===== config.mk =====
export PLATFORM = sky130hd
export DESIGN_NAME = universal_register
export DESIGN_NICKNAME = d
export VERILOG_FILES = /design/src/rtl/register_defs.sv /design/src/rtl/ureg_next.sv /design/src/rtl/universal_register.sv
export SDC_FILE = /design/constraint.sdc
export NUM_CORES = 1
export LEC_CHECK = 0
export CAP_MARGIN = 25
export CELL_PAD_IN_SITES_DETAIL_PLACEMENT = 0
export CELL_PAD_IN_SITES_GLOBAL_PLACEMENT = 1
export CORE_MARGIN = 5
export CORE_UTILIZATION = 36
export CTS_CLUSTER_DIAMETER = 50
export DETAILED_ROUTE_END_ITERATION = 12
export PLACE_DENSITY_LB_ADDON = 0.1
export SLEW_MARGIN = 20
export SYNTH_ARGS = -nofsm -noshare
export SYNTH_HDL_FRONTEND = slang
export SYNTH_SLANG_ARGS = --single-unit

===== constraint.sdc =====
create_clock -name clk -period 2.11 [get_ports clk]
set_input_delay 0.3165 -clock clk [delete_from_list [all_inputs] [get_ports clk]]
set_output_delay 0.3165 -clock clk [all_outputs]
set_load 0.05 [all_outputs]

===== src/rtl/register_defs.sv =====
// Mode encodings shared by the universal register
// and its next-state logic.
package register_defs;
  localparam logic [2:0] MODE_HOLD = 3'b000;
  localparam logic [2:0] MODE_LOAD = 3'b001;
  localparam logic [2:0] MODE_SHL  = 3'b010;
  localparam logic [2:0] MODE_SHR  = 3'b011;
  localparam logic [2:0] MODE_ROL  = 3'b100;
  localparam logic [2:0] MODE_ROR  = 3'b101;
  localparam logic [2:0] MODE_INC  = 3'b110;
  localparam logic [2:0] MODE_DEC  = 3'b111;
endpackage


===== src/rtl/ureg_next.sv =====
// Combinational next-value and flag logic for
// universal_register; masks say which flops update.
module ureg_next
  import register_defs::*;
#(
  parameter int WIDTH = 8
) (
  input  logic [WIDTH-1:0] rout_i,
  input  logic [WIDTH-1:0] rin_i,
  input  logic             sin_i,
  input  logic [2:0]       mode_i,
  output logic [WIDTH-1:0] nxt_o,
  output logic             sout_o,
  output logic             cout_o,
  output logic             upd_rout_o,
  output logic             upd_sout_o,
  output logic             upd_cout_o
);

  always_comb begin
    nxt_o      = rout_i;
    sout_o     = 1'b0;
    cout_o     = 1'b0;
    upd_rout_o = 1'b0;
    upd_sout_o = 1'b0;
    upd_cout_o = 1'b0;
    unique case (mode_i)
      MODE_HOLD: begin
      end
      MODE_LOAD: begin
        nxt_o      = rin_i;
        upd_rout_o = 1'b1;
        upd_cout_o = 1'b1;
      end
      MODE_SHL: begin
        nxt_o      = {rout_i[WIDTH-2:0], sin_i};
        sout_o     = rout_i[WIDTH-1];
        upd_rout_o = 1'b1;
        upd_sout_o = 1'b1;
      end
      MODE_SHR: begin
        nxt_o      = {sin_i, rout_i[WIDTH-1:1]};
        sout_o     = rout_i[0];
        upd_rout_o = 1'b1;
        upd_sout_o = 1'b1;
      end
      MODE_ROL: begin
        nxt_o      = {rout_i[WIDTH-2:0],
                      rout_i[WIDTH-1]};
        sout_o     = rout_i[WIDTH-1];
        upd_rout_o = 1'b1;
        upd_sout_o = 1'b1;
      end
      MODE_ROR: begin
        nxt_o      = {rout_i[0],
                      rout_i[WIDTH-1:1]};
        sout_o     = rout_i[0];
        upd_rout_o = 1'b1;
        upd_sout_o = 1'b1;
      end
      MODE_INC: begin
        nxt_o      = rout_i + 1'b1;
        cout_o     = &rout_i;
        upd_rout_o = 1'b1;
        upd_cout_o = 1'b1;
      end
      MODE_DEC: begin
        nxt_o      = rout_i - 1'b1;
        cout_o     = ~|rout_i;
        upd_rout_o = 1'b1;
        upd_cout_o = 1'b1;
      end
      default: begin
      end
    endcase
  end

endmodule


===== src/rtl/universal_register.sv =====
// WIDTH-bit register with load, shift, rotate and
// inc/dec modes plus registered sout/cout/zero flags.
module universal_register
  import register_defs::*;
#(
  parameter int               WIDTH     = 8,
  parameter logic [WIDTH-1:0] RESET_VAL = '0
) (
  input  logic             clk,
  input  logic             reset,
  input  logic             en,
  input  logic             clr,
  input  logic [2:0]       mode,
  input  logic [WIDTH-1:0] Rin,
  input  logic             sin,
  output logic [WIDTH-1:0] Rout,
  output logic             sout,
  output logic             cout,
  output logic             zero
);

  localparam logic RST_ZERO = (RESET_VAL == '0);

  logic [WIDTH-1:0] rout_q, rout_d, nxt;
  logic             sout_q, sout_d, nxt_sout;
  logic             cout_q, cout_d, nxt_cout;
  logic             zero_q, zero_d;
  logic             upd_rout, upd_sout, upd_cout;

  ureg_next #(.WIDTH(WIDTH)) u_next (
    .rout_i     (rout_q),
    .rin_i      (Rin),
    .sin_i      (sin),
    .mode_i     (mode),
    .nxt_o      (nxt),
    .sout_o     (nxt_sout),
    .cout_o     (nxt_cout),
    .upd_rout_o (upd_rout),
    .upd_sout_o (upd_sout),
    .upd_cout_o (upd_cout)
  );

  always_comb begin
    rout_d = rout_q;
    sout_d = sout_q;
    cout_d = cout_q;
    if (clr) begin
      rout_d = RESET_VAL;
      sout_d = 1'b0;
      cout_d = 1'b0;
    end else if (en) begin
      if (upd_rout) rout_d = nxt;
      if (upd_sout) sout_d = nxt_sout;
      if (upd_cout) cout_d = nxt_cout;
    end
    // zero tracks the value being written, so no lag
    zero_d = (rout_d == '0);
  end

  always_ff @(posedge clk or posedge reset) begin
    if (reset) begin
      rout_q <= RESET_VAL;
      sout_q <= 1'b0;
      cout_q <= 1'b0;
      zero_q <= RST_ZERO;
    end else begin
      rout_q <= rout_d;
      sout_q <= sout_d;
      cout_q <= cout_d;
      zero_q <= zero_d;
    end
  end

  assign Rout = rout_q;
  assign sout = sout_q;
  assign cout = cout_q;
  assign zero = zero_q;

endmodule

Word level (Yosys, flattened, before mapping)
Index checks and enable logic that the tools add are counted.
{"block": "totals", "regBits": 11, "in_bits": 16}
{"block": "classes", "add_sub_neg": 2, "eq_ne": 7, "n_mux": 15, "reduce_logical": 14}
{"operator": "$pmux W8 S7", "n": 1}
{"operator": "$mux W8", "n": 3}
{"operator": "$eq A3 B3 Y1 const B", "n": 4}
{"operator": "$mux W1", "n": 9}
{"operator": "$add A8 B1 Y8 const B", "n": 1}
{"operator": "$logic_not A8 Y1", "n": 1}
{"operator": "$reduce_and A8 Y1", "n": 1}
{"operator": "$reduce_or A8 Y1", "n": 1}
{"operator": "$sub A8 B1 Y8 const B", "n": 1}
{"operator": "$reduce_or A7 Y1", "n": 1}
{"operator": "$eq A3 B2 Y1 const B", "n": 2}
{"operator": "$reduce_bool A2 Y1", "n": 3}
{"operator": "$pmux W1 S2", "n": 2}
{"operator": "$reduce_and A2 Y1", "n": 2}
{"operator": "$reduce_or A2 Y1", "n": 2}
{"operator": "$reduce_or A4 Y1", "n": 1}
{"operator": "$eq A3 B1 Y1 const B", "n": 1}
{"operator": "$reduce_or A3 Y1", "n": 1}
{"operator": "$logic_not A1 Y1", "n": 1}

Depth between registers and ports, before layout
Gate-level depths: netlist (run 1).
{"block": "logic_depth", "depth_word": 7, "ltp_mapped": 11, "depth_no_buf": 10}

Modules after synthesis
A second synthesis (run 1) with hierarchy kept.
{"block": "hier_totals", "cells_unflattened": 165, "area_unflattened_um2": 1232.4}
{"module": "ureg_next", "n_inst": 1, "cells_per_inst": 111, "area_per_inst_um2": 748.2, "seq_area_each_um2": 0.0}
{"module": "universal_register", "n_inst": 1, "cells_per_inst": 54, "area_per_inst_um2": 484.2, "seq_area_each_um2": 276.5}

Worst setup path before layout (run 1)
No wires, ideal clock.
{"block": "synth_timing", "path_kind": "reg-to-reg", "startpoint": "register rout_q[5] (netlist: Rout[5])", "endpoint": "register zero_q (netlist: zero)", "t_arrival_ns": 2.093, "setup_slack_ns": -0.073, "stages_incl_launch_ff": 8, "path_cell_list": "dfrtp_1 buf_4 or4_1 nor2_4 o31ai_2 a221oi_2 o2111ai_1 nor4_2"}
{"block": "synth_via", "elab_chain_len": 6, "word_cells_on_any_way": 7}
{"element": "start: declaration", "line": "universal_register.sv:24", "source": "logic [WIDTH-1:0] rout_q, rout_d, nxt;"}
{"element": "start signal: assignment", "line": "universal_register.sv:67", "source": "rout_q <= rout_d;"}
{"element": "$sub A8 B1 Y8 or $add A8 B1 Y8 (tied branches)", "line": "ureg_next.sv:68, ureg_next.sv:62"}
{"element": "$pmux W8 S7", "line": "ureg_next.sv:27", "source": "unique case (mode_i)"}
{"element": "$mux W8", "line": "universal_register.sv:52", "source": "if (upd_rout) rout_d = nxt;"}
{"element": "$mux W8 (*)", "line": "universal_register.sv:51", "source": "end else if (en) begin"}
{"element": "$mux W8 (*)", "line": "universal_register.sv:47", "source": "if (clr) begin"}
{"element": "$logic_not A8 Y1 (*)", "line": "universal_register.sv:57", "source": "zero_d = (rout_d == '0);"}
{"element": "net zero_d", "line": "universal_register.sv:27", "source": "logic zero_q, zero_d;"}
{"element": "end signal: assignment", "line": "universal_register.sv:70", "source": "zero_q <= zero_d;"}
{"element": "end: declaration", "line": "universal_register.sv:27"}
The timed path passes the listed nets; every way through them passes the cells marked *.
A chain may end at the register's enable or synchronous reset.

Final worst setup path (run 1)
{"block": "layout_timing", "startpoint": "register rout_q[2] (netlist: Rout[2])", "endpoint": "register zero_q (netlist: zero)"}
{"block": "layout_via", "elab_chain_len": 6, "word_cells_on_any_way": 7}
{"element": "$sub A8 B1 Y8 or $add A8 B1 Y8 (tied branches)", "line": "ureg_next.sv:68, ureg_next.sv:62"}
{"element": "$pmux W8 S7 (*)", "line": "ureg_next.sv:27"}
{"element": "$mux W8 (*)", "line": "universal_register.sv:52"}
{"element": "$mux W8 (*)", "line": "universal_register.sv:51"}
{"element": "$mux W8 (*)", "line": "universal_register.sv:47"}
{"element": "net rout_d[6]", "line": "universal_register.sv:24"}
{"element": "$logic_not A8 Y1 (*)", "line": "universal_register.sv:57"}
{"element": "net zero_d", "line": "universal_register.sv:27"}
Marked as above.

==> results of run 1 <==
per-layer routing:
| metal | GRT usage, % | up-vias | wire [um] |
|---|---|---|---|
| met1 | 21.4 | 651 | 1630 |
| met2 | 32.2 | 40 | 1910 |
| li1 | - | 634 | - |
| met5 | 0 | - | 0 |
| met3 | 5.40 | 9 | 198 |
| met4 | 6.58 | 0 | 76 |
cells by family after synthesis:
family          Yosys count  synth area share (%)
fa+ha+maj                 1                  1.07
buf+inv                  17                  9.76
flops                    11                  23.7
compound gates           41                  26.3
xor+xnor                  3                  2.25
simple gates             63                  33.3
mux                       4                  3.65
final timing paths:
check | startpoint | end | cells after the start
max | Rout[2] | zero | 6
max reg2reg | Rout[2] | zero | 6
min in group clk | sout | sout | 2
min reg2reg | sout | sout | 2
min | reset | Rout[6] | 2
max in group asynchronous | reset | zero | 2
what timing repair did:
action / in CTS / in global routing
buffers inserted: 4 / 1
pin swaps: 7 / 8
endpoints found under the setup margin: 3 / 3
gates cloned: 0 / 0
resized for setup: 16 / 5
placed cells by master, fill, tap and decap left out, types with 3 or more instances in the layout:
cell | netlist | layout
nand2_1 | 8 | 8
clkbuf_4 | 1 | 3
nor2_1 | 14 | 14
nor3_1 | 9 | 6
a21oi_1 | 9 | 8
inv_1 | 3 | 3
clkdlybuf4s50_1 | 0 | 21
dfrtp_2 | 0 | 6
o21ai_0 | 5 | 3
nor3b_1 | 4 | 3
dfrtp_1 | 10 | 4
o21bai_1 | 3 | 3
dlygate4sd2_1 | 0 | 3
nand3b_1 | 4 | 4
nor3_2 | 0 | 3
buf_4 | 5 | 36
power groups by stage:
stage	combinational [mW]	sequential [mW]	clock (mW)
floorplan	0.189	0.315	0
global placement	0.402	0.256	0
detailed placement	0.406	0.256	0
CTS	0.433	0.251	0.153
global route	0.462	0.254	0.167
finish	0.434	0.250	0.151
registers in the layout, indices dropped and copies added (netlist names):
register  cells
Rout          8
cout          1
sout          1
zero          1
cells in the mapped netlist (3+ instances only):
master    number  area [um2]
a21oi_1        9        45.0
a311oi_1       3        26.3
buf_2          5        25.0
buf_4          5        37.5
dfrtp_1       10         250
inv_1          3        11.3
nand2_1        8        30.0
nand3b_1       4        30.0
nor2_1        14        52.6
nor2b_1        3        18.8
nor3_1         9        45.0
nor3b_1        4        30.0
nor4_1         3        18.8
o21ai_0        5        25.0
o21bai_1       3        22.5
metrics by stage:
step | util [%] | hold slack [ns] | total power [mW] | setup TNS, ns | instance area, um2
floorplan | - | 0.168 | 0.504 | 0 | 1180
global placement | 53.2 | 0.574 | 0.658 | -1.73 | 1640
detailed placement | 53.2 | 0.595 | 0.662 | -1.95 | 1640
CTS | 56.7 | 0.345 | 0.837 | 0 | 1750
global route | 56.7 | 0.357 | 0.882 | -0.0000306 | 1750
finish | 56.7 | 0.329 | 0.835 | 0 | 1750
cell type report:
cell class	count	area, um2
Clock buffer	4	26.3
Tap cell	44	55.1
Fill cell	288	1330
Multi-Input combinational cell	112	841
Inverter	3	11.3
Sequential cell	11	284
Timing Repair Buffer	62	529
critical path: stages, from the launching register on:
cell	delay [ns]
dfrtp_2	0.40
or4b_4	0.61
nor4_4	0.26
o21ai_1	0.10
a21oi_1	0.21
nor4_2	0.08
nor4_2	0.28
==> metrics, run 1 <==
status=finished, final reports clean; Final Slew Violations=0; Logic pwr share=51.9%; Post-Route WL=3810 um; Reg2Reg Setup Slack=0.09 ns; I/O pin cnt=27; post-synthesis cell count=140; die width=66.9 um; Worst Path Arrival=2.22 ns; Remaining DRCs=0; Crit Path Category=flip-flop to flip-flop; Hold WC Path Type=input port to asynchronous set/reset pin; row count=20; share of cells above drive strength 1=between 30 and 40%; Sink Count=11; sequential fraction of the synthesis area=23.7%; Post-DRT Antenna Nets=0; Slew HR=66.7%; GP Congestion=0.822; ys async rst share=100%; DIE AREA=between 4000 and 5000 um2; via/cell ratio=5.65; DP HPWL=2860 um; MaxCap Viol Count=0; first-pass GRT wire length=6310 um; Pwr Density=478 nW/um2; fmax=0.494 GHz; Final Cycle Share=95.9%; Buffers on Ports=26; cell count after placement=228; setup slack after layout=around 0.086 ns; Avg Inst Size Synth=8.33 um2; clock share of power=roughly 18%; worst-path maximum fanout=5; Clk pin slew, worst setup/hold paths=0.07 ns; TritonCTS Buffers=3; YS warnings=0; first-pass iteration count of the detailed router=4; Fin. Hold Viols=0; Mapped Area=1170 um2; diode count=0; Hold Buf Count CTS=0; syn_nets=roughly 160; initial antenna violation count=0; largest net degree at the start of global routing=16; switching part of the total=39.9%; DRT iter0 DRCs=91; ys flop type=dfrtp_1; Worst EP required=2.31 ns; Setup Viol. Count Final=0; Post-synth EDFFs=0; Via Count=between 1,000 and 1,500; Die Height=66.9 um; Initial Utilization=37.9%; Worst-Skew Late Latency=roughly 0.28 ns; GRT Util Overall=18.5%; Syn-to-layout area delta=49.8%; Clock Skews=0.00188 ns; post-route insts no fill=between 200 and 250; Synth cell types=55; VDD IR max=around 340 uV; CTS tree=done; core area=3080 um2; NetSw=between 0.3 and 0.4 mW; Min Clock Period, post-route=2.02 ns; H-Tree Level Count=1; Setup crit start kind=flip-flop; CTS Buffer Depth=2; Pleak=0.700 nW; unrepaired setup endpoints after global routing=yes; final net count=210; DR WL/cell=16.2 um; global route total overflow=0; worst slew pin tran=between 0.4 and 0.5 ns; #FFs+latches synth=11; pre-CTS setup slack=-0.437 ns; Int Power=0.502 mW; Root Buffer=clkbuf_4; critical path endpoint category=flip-flop; sequential power share=30.0%; vias in the first global route=1,399
Power figures use the tool's default switching activity.
==> inputs of run 2 (changes only) <==
- CAP_MARGIN: 25 -> 20
- CTS_CLUSTER_DIAMETER: 50 -> 200
- CTS_CLUSTER_SIZE: not set -> 12
==> results of run 2 <==
The final DEF is identical to that of run 1; final timing and power are the same.
